### config.mk
export PLATFORM = sky130hd
export DESIGN_NAME = spdif_sample_feeder_flat
export DESIGN_NICKNAME = d
export VERILOG_FILES = /design/src/rtl/spdif_pkg.sv /design/src/rtl/spdif_sample_feeder_if.sv /design/src/rtl/spdif_pair_fifo.sv /design/src/rtl/spdif_sample_feeder.sv /design/src/flat_wrapper.sv
export SDC_FILE = /design/constraint.sdc
export NUM_CORES = 1
export LEC_CHECK = 0
export CORE_MARGIN = 1
export CORE_UTILIZATION = 47
export DETAILED_ROUTE_END_ITERATION = 6
export DONT_BUFFER_PORTS = 1
export HOLD_SLACK_MARGIN = 0.02
export PLACE_DENSITY = 0.63
export SLEW_MARGIN = 20
export SYNTH_ARGS = -nofsm -noshare
export SYNTH_HDL_FRONTEND = slang
export SYNTH_SLANG_ARGS = --single-unit
export TNS_END_PERCENT = 100
### constraint.sdc
create_clock -name clk -period 7.9 [get_ports clk]
set_input_delay 1.185 -clock clk [delete_from_list [all_inputs] [get_ports clk]]
set_output_delay 1.185 -clock clk [all_outputs]
set_load 0.01 [all_outputs]
### src/rtl/spdif_pkg.sv
// -----------------------------------------------------------------------------
// spdif_pkg
// Shared S/PDIF types and constants, used by the sample feeder, the
// transmitter and a future receiver.
//   sample_t         : one 24-bit signed, LSB-aligned audio sample
//   stereo_t         : one left/right pair as it travels through the feeder
//   feeder_state_e   : sample feeder FSM states
//   SPDIF_FRAME_CLKS : clocks per S/PDIF frame at 12.288 MHz
// -----------------------------------------------------------------------------
package spdif_pkg;

    typedef logic [23:0] sample_t;

    typedef struct packed {
        sample_t left;
        sample_t right;
    } stereo_t;

    typedef enum logic {
        FILL = 1'b0,
        RUN  = 1'b1
    } feeder_state_e;

    localparam int SPDIF_FRAME_CLKS = 128;

endpackage

### src/rtl/spdif_sample_feeder_if.sv
// -----------------------------------------------------------------------------
// spdif_sample_feeder_if
// Valid/ready stream of stereo pairs from the mixer output bus into the
// S/PDIF sample feeder.
//   s_valid : upstream pair valid                 (master -> slave)
//   s_ready : feeder can accept a pair            (slave  -> master)
//   s_left  : left sample, signed, LSB-aligned    (master -> slave)
//   s_right : right sample, signed, LSB-aligned   (master -> slave)
// -----------------------------------------------------------------------------
interface spdif_sample_feeder_if;
    import spdif_pkg::*;

    logic    s_valid;
    logic    s_ready;
    sample_t s_left;
    sample_t s_right;

    modport master (
        output s_valid,
        output s_left,
        output s_right,
        input  s_ready
    );

    modport slave (
        input  s_valid,
        input  s_left,
        input  s_right,
        output s_ready
    );

endinterface

### src/rtl/spdif_pair_fifo.sv
// -----------------------------------------------------------------------------
// spdif_pair_fifo
// Synchronous FIFO of stereo pairs with first-word-fall-through read data.
//   clk_i    : clock
//   reset_i  : synchronous active-high reset (empties the FIFO)
//   push_i   : write wdata_i; ignored when full, even if a pop happens
//   pop_i    : drop the head entry; ignored when empty
//   wdata_i  : pair to write
//   rdata_o  : head entry (valid while !empty_o)
//   full_o   : level_o == DEPTH
//   empty_o  : level_o == 0
//   level_o  : occupancy, 0..DEPTH inclusive
// DEPTH must be a power of two (pointers wrap by natural overflow), >= 4.
// -----------------------------------------------------------------------------
module spdif_pair_fifo
    import spdif_pkg::*;
#(
    parameter int DEPTH = 8
) (
    input  logic                     clk_i,
    input  logic                     reset_i,
    input  logic                     push_i,
    input  logic                     pop_i,
    input  stereo_t                  wdata_i,
    output stereo_t                  rdata_o,
    output logic                     full_o,
    output logic                     empty_o,
    output logic [$clog2(DEPTH):0]   level_o
);

    localparam int AW = $clog2(DEPTH);
    localparam int LW = AW + 1;

    stereo_t         mem_q [DEPTH];
    logic [AW-1:0]   wr_ptr_q;
    logic [AW-1:0]   rd_ptr_q;
    logic [LW-1:0]   level_q;
    logic            do_push;
    logic            do_pop;

    assign full_o  = (level_q == LW'(DEPTH));
    assign empty_o = (level_q == '0);
    assign level_o = level_q;
    assign rdata_o = mem_q[rd_ptr_q];

    assign do_push = push_i && !full_o;
    assign do_pop  = pop_i  && !empty_o;

    always_ff @(posedge clk_i) begin
        if (reset_i) begin
            wr_ptr_q <= '0;
            rd_ptr_q <= '0;
            level_q  <= '0;
        end else begin
            if (do_push) wr_ptr_q <= wr_ptr_q + AW'(1);
            if (do_pop)  rd_ptr_q <= rd_ptr_q + AW'(1);
            case ({do_push, do_pop})
                2'b10:   level_q <= level_q + LW'(1);
                2'b01:   level_q <= level_q - LW'(1);
                default: level_q <= level_q;
            endcase
        end
    end

    // Storage carries no reset; stale entries are never visible because
    // reads are qualified by the level.
    always_ff @(posedge clk_i) begin
        if (do_push) mem_q[wr_ptr_q] <= wdata_i;
    end

endmodule

### src/rtl/spdif_sample_feeder.sv
// -----------------------------------------------------------------------------
// spdif_sample_feeder
// Upstream stage of the S/PDIF transmitter. Buffers stereo pairs from the
// mixer and hands one pair to the transmitter on each rising edge of its
// datareq level. Starts muted (FILL) until PRIME_LEVEL pairs are buffered,
// then runs; an empty FIFO at request time in RUN is an underrun, which is
// counted and sends the feeder back to FILL.
//
// Ports:
//   clk            : 12.288 MHz clock, shared with the transmitter
//   reset          : synchronous, active-high
//   s_if           : slave side of the mixer valid/ready pair stream
//   datareq        : request level from the transmitter
//   ldataout       : left sample to the transmitter
//   rdataout       : right sample to the transmitter
//   level          : current FIFO occupancy
//   underrun_count : saturating count of underruns seen in RUN
//   running        : high in RUN
//
// Build option:
//   SPDIF_FEEDER_HOLD_EN : when defined, requests that cannot pop (FILL or
//   underrun) keep the last popped pair on the outputs instead of muting.
//   Outputs are zero out of reset, so FILL after reset still reads 0/0.
// -----------------------------------------------------------------------------
module spdif_sample_feeder
    import spdif_pkg::*;
#(
    parameter int DEPTH       = 8,
    parameter int PRIME_LEVEL = DEPTH / 2
) (
    input  logic                    clk,
    input  logic                    reset,
    spdif_sample_feeder_if.slave    s_if,
    input  logic                    datareq,
    output sample_t                 ldataout,
    output sample_t                 rdataout,
    output logic [$clog2(DEPTH):0]  level,
    output logic [15:0]             underrun_count,
    output logic                    running
);

    localparam int                LW       = $clog2(DEPTH) + 1;
    localparam logic [LW-1:0]     PRIME_LV = LW'(PRIME_LEVEL);

    feeder_state_e  state_q;
    logic           datareq_q;
    stereo_t        out_q;
    logic [15:0]    underrun_q;

    stereo_t        push_pair;
    stereo_t        head_pair;
    logic           fifo_full;
    logic           fifo_empty;
    logic [LW-1:0]  fifo_level;
    logic           req_edge;
    logic           pop;

    // Only the rising edge of datareq is a request; a held level pops once.
    assign req_edge = datareq && !datareq_q;
    assign pop      = req_edge && (state_q == RUN) && !fifo_empty;

    assign push_pair   = '{left: s_if.s_left, right: s_if.s_right};
    assign s_if.s_ready = !fifo_full;

    spdif_pair_fifo #(
        .DEPTH (DEPTH)
    ) u_fifo (
        .clk_i   (clk),
        .reset_i (reset),
        .push_i  (s_if.s_valid),
        .pop_i   (pop),
        .wdata_i (push_pair),
        .rdata_o (head_pair),
        .full_o  (fifo_full),
        .empty_o (fifo_empty),
        .level_o (fifo_level)
    );

    always_ff @(posedge clk) begin
        if (reset) begin
            state_q    <= FILL;
            datareq_q  <= 1'b0;
            out_q      <= '0;
            underrun_q <= '0;
        end else begin
            datareq_q <= datareq;
            case (state_q)
                FILL: begin
`ifndef SPDIF_FEEDER_HOLD_EN
                    if (req_edge) out_q <= '0;
`endif
                    if (fifo_level >= PRIME_LV) state_q <= RUN;
                end
                RUN: begin
                    if (req_edge) begin
                        if (!fifo_empty) begin
                            out_q <= head_pair;
                        end else begin
                            // Underrun: a pair pushed this same cycle still
                            // goes into the FIFO, it is not bypassed.
`ifndef SPDIF_FEEDER_HOLD_EN
                            out_q <= '0;
`endif
                            if (underrun_q != 16'hFFFF)
                                underrun_q <= underrun_q + 16'd1;
                            state_q <= FILL;
                        end
                    end
                end
                default: state_q <= FILL;
            endcase
        end
    end

    assign ldataout       = out_q.left;
    assign rdataout       = out_q.right;
    assign level          = fifo_level;
    assign underrun_count = underrun_q;
    assign running        = (state_q == RUN);

endmodule

### src/flat_wrapper.sv
// flat-port wrapper written by rule: the top's interface ports become plain ports
module spdif_sample_feeder_flat import spdif_pkg::*;
#(
    parameter int DEPTH       = 8,
    parameter int PRIME_LEVEL = DEPTH / 2
)
  (clk, reset, datareq, ldataout, rdataout, level, underrun_count, running, s_if_s_valid, s_if_s_left, s_if_s_right, s_if_s_ready);
  spdif_sample_feeder_if s_if_i ();
  input  logic clk;
  input  logic reset;
  input  logic datareq;
  output sample_t ldataout;
  output sample_t rdataout;
  output logic [$clog2(DEPTH):0] level;
  output logic [15:0] underrun_count;
  output logic running;
  input wire logic [$bits(s_if_i.s_valid)-1:0] s_if_s_valid;
  input wire logic [$bits(s_if_i.s_left)-1:0] s_if_s_left;
  input wire logic [$bits(s_if_i.s_right)-1:0] s_if_s_right;
  output wire logic [$bits(s_if_i.s_ready)-1:0] s_if_s_ready;
  assign s_if_i.s_valid = s_if_s_valid;
  assign s_if_i.s_left = s_if_s_left;
  assign s_if_i.s_right = s_if_s_right;
  assign s_if_s_ready = s_if_i.s_ready;
  spdif_sample_feeder #(.DEPTH(DEPTH), .PRIME_LEVEL(PRIME_LEVEL)) u_core (.clk(clk), .reset(reset), .s_if(s_if_i), .datareq(datareq), .ldataout(ldataout), .rdataout(rdataout), .level(level), .underrun_count(underrun_count), .running(running));
endmodule
==> results.md <==
* Worst-case clock buffer depth at 3
* Vias/cell at 5.64
* Placed Area at 0.0178 mm2
* Post-DRT Antenna Nets at 0
* Main synth FF type: edfxtp_1
* Clk sinks at 463
* Delay of the slowest critical-path stage at 670 ps
* Syn Area/Cell at 19.5 um2
* Max-Cap Viols at 0
* Post-CTS Hold Buffers at 0
* Area grow syn2layout at 12.6%
* Mapped Nets at 942
* Vias at 7909
* Routed wire length at 33000 um
* Crit path from: u_core.u_fifo.level_o[1]
* Initial antenna violation count at 0
* Slew HR at 0.266
* Critical-path cell list: nor2_1, nand3b_1, nand2_1, or2_2, nor2_4, buf_4
* Final worst path period need at 3090 ps
* DRC viols at 5
* Syn Inst Count at 884
* Hold_ws at 491 ps
* LEAKAGE at 5.97 nW
* Post-synthesis sequential area ratio at 0.761
* Final Skew at 15.2 ps
* Met2 wire length at 16300 um
* Starting Density at 0.481
* Skew-Pair Late Insertion Delay at 560 ps
* WP data required at 8100 ps
* Met3 Routed Length at 2320 um
* First-pass GRT wire length at 50600 um
* Most frequent cells in the layout: edfxtp_1, mux4_2, dfxtp_1
* DIE AREA at 0.0374 mm2
* First-pass DRT Iterations at 7
* Pwr Total at 0.00507 W
* Critical path fanouts, max at 25
* Slew Viols, Final at 0
* Setup TNS at 0 ps
* Synthesized area at 0.0172 mm2
* Final setup fails at 0
* Endpoints failing hold at 0
* Area of the core at 0.0358 mm2
* Fmax at 324 MHz
* Share of layout cells above drive strength 1 at 0.217
* R2r setup slk at 4810 ps
* Setup Crit Path Kind: flip-flop to flip-flop
* Most common cell after layout, fill and taps aside: edfxtp_1
* FP Rows at 69
* CTS root buf: clkbuf_16
* Crit path launch type: flip-flop
* DRT iter0 DRCs at 566
* Diode count at 0
* Unique masters post-synth at 41
* Critical path endpoint category: flip-flop
* PwrDens at 261 mW/mm2
* Largest net degree at the start of global routing at 50
* Die W at 194 um
* Outcome: finished, violations left
* CTS resizes at 0
* Highest routed layer: met4
* NumNets Final at 962
* Post-CTS setup buffers at 0
* DP HPWL at 17800 um
* IO Port Bufs at 0
* Area of the multi-input gates at 0.00398 mm2
* Total CTS buffers at 49
* Finished layout cell area at 0.0194 mm2
* H-tree depth at 2
* Worst VDD drop at 0.223 mV
* Clock-pin transition on the worst setup and hold timing paths at 60 ps
* Post-synthesis register bit count at 463
* Met1 Routed Length at 13800 um
* Total grt overflow at 0
* Global-route usage over all layers at 0.181
* Worst min path class: flip-flop to flip-flop
* Reg2reg path depth at 6
* FF-to-FF End: u_core.u_fifo.mem_q[4][45]
* TritonCTS clock tree: yes
* Failing checks: design-rule violations
* Setup slack after layout at 4810 ps
* Worst setup path endpoint: u_core.u_fifo.mem_q[4][45]
* Slew @ Worst Pin at 1100 ps
* RSZ-0062 raised after global routing: no
* R2R Path Start: u_core.u_fifo.level_o[1]
* I/O Pins at 122
* Yosys warns at 0
* Place WS at 4560 ps
* CP max-delay cell: nor2_4
* Total of fill cells in the finished design at 2755
* FF/Latch Area at 0.0131 mm2
* Drt wl/cell at 23.5 um
* Die Ht at 194 um
* Fraction of registers with async set/reset at 0
* EDFF count, synth at 384
* Vias in the first global route at 8310
* Arrival time worst endpoint at 3290 ps
* Routability cong. at 0.733
* Fin crit share at 0.391
-- per-stage QoR --
stage	utilization	instances
2_1_floorplan	-	884
3_3_place_gp	0.497	1314
3_5_place_dp	0.497	1314
4_1_cts	0.542	1402
5_1_grt	0.542	1402
6_report	0.542	1402
-- synth_stat cells (2+ instances only) --
library cell,n,area [um2]
clkbuf_1,20,75.1
mux4_2,96,2160
nand4_1,4,25.0
and3_1,4,25.0
mux2i_1,51,510
xnor2_1,3,26.3
o211ai_1,4,30.0
nor3_1,2,10.0
o21ai_0,55,275
o2111ai_1,3,26.3
nor2_1,33,124
ha_1,6,75.1
dfxtp_1,79,1580
or3_1,3,18.8
xor2_1,16,140
buf_1,5,18.8
nand3_1,4,20.0
nand2b_1,2,12.5
and2_1,2,12.5
nor2b_1,4,25.0
a21oi_1,7,35.0
nand3b_1,2,15.0
buf_2,14,70.1
edfxtp_1,384,11500
nand2_1,60,225
inv_1,2,7.51
clkbuf_2,4,20.0
and4_1,2,17.5
-- worst max-delay path, delay by kind of cell, from the launching register on --
family	cells	cell delay [ps]
simple gates	5	1650
buf+inv	1	530
flops	1	520
-- worst min path at each step --
stage | from | to | slack [ps] | cells past startpoint
global placement | u_core.u_fifo.wr_ptr_q[0] | u_core.u_fifo.wr_ptr_q[0] | 490 | 2
global route | u_core.u_fifo.wr_ptr_q[0] | u_core.u_fifo.wr_ptr_q[0] | 520 | 2
detailed placement | u_core.u_fifo.wr_ptr_q[0] | u_core.u_fifo.wr_ptr_q[0] | 480 | 2
finish | u_core.u_fifo.wr_ptr_q[0] | u_core.u_fifo.wr_ptr_q[0] | 490 | 2
floorplan | u_core.u_fifo.wr_ptr_q[0] | u_core.u_fifo.wr_ptr_q[0] | 460 | 2
CTS | u_core.u_fifo.wr_ptr_q[0] | u_core.u_fifo.wr_ptr_q[0] | 490 | 2
-- per-layer routing --
layer,vias to the layer above,track usage
met2,180,0.299
met4,0,0.0486
met5,-,0
met1,4126,0.234
li1,3563,-
met3,40,0.0560
-- area by class of cell --
| type | instances | area share |
|---|---|---|
| Tap cell | 461 | 0.0297 |
| Clock buffer | 64 | 0.0687 |
| Multi-Input combinational cell | 374 | 0.205 |
| Clock inverter | 24 | 0.0146 |
| Sequential cell | 463 | 0.676 |
| Timing Repair Buffer | 14 | 0.00542 |
| Inverter | 2 | 0.000387 |
-- sequential cells by signal (all words and copies together), names as in the netlist, named ones only --
| name | cells |
|---|---|
| u_core.u_fifo.mem_q | 384 |
| u_core.u_fifo.rd_ptr_q | 3 |
| u_core.rdataout | 24 |
| u_core.u_fifo.wr_ptr_q | 3 |
| u_core.u_fifo.level_o | 4 |
| u_core.datareq_q | 1 |
| u_core.underrun_count | 16 |
| u_core.running | 1 |
| u_core.ldataout | 24 |
-- report_power, final --
part	internal [W]	switching, W
registers	0.00269	0.0000126
clock network	0.00138	0.000904
logic	0.0000334	0.0000521
total	0.00410	0.000968
-- cells by family (layout without fill, tap and decap cells) --
group,count (synthesis),count (layout),share of synthesized area
DFF,463,463,0.761
muxes,147,147,0.155
and+or+nand+nor,130,130,0.0354
AOI/OAI and AO/OA,72,72,0.0226
buffers and inverters,47,104,0.0122
xor gates and xnor gates,19,19,0.00965
adders and majority gates,6,6,0.00435
No activity file was read; power rests on OpenSTA's default activity.
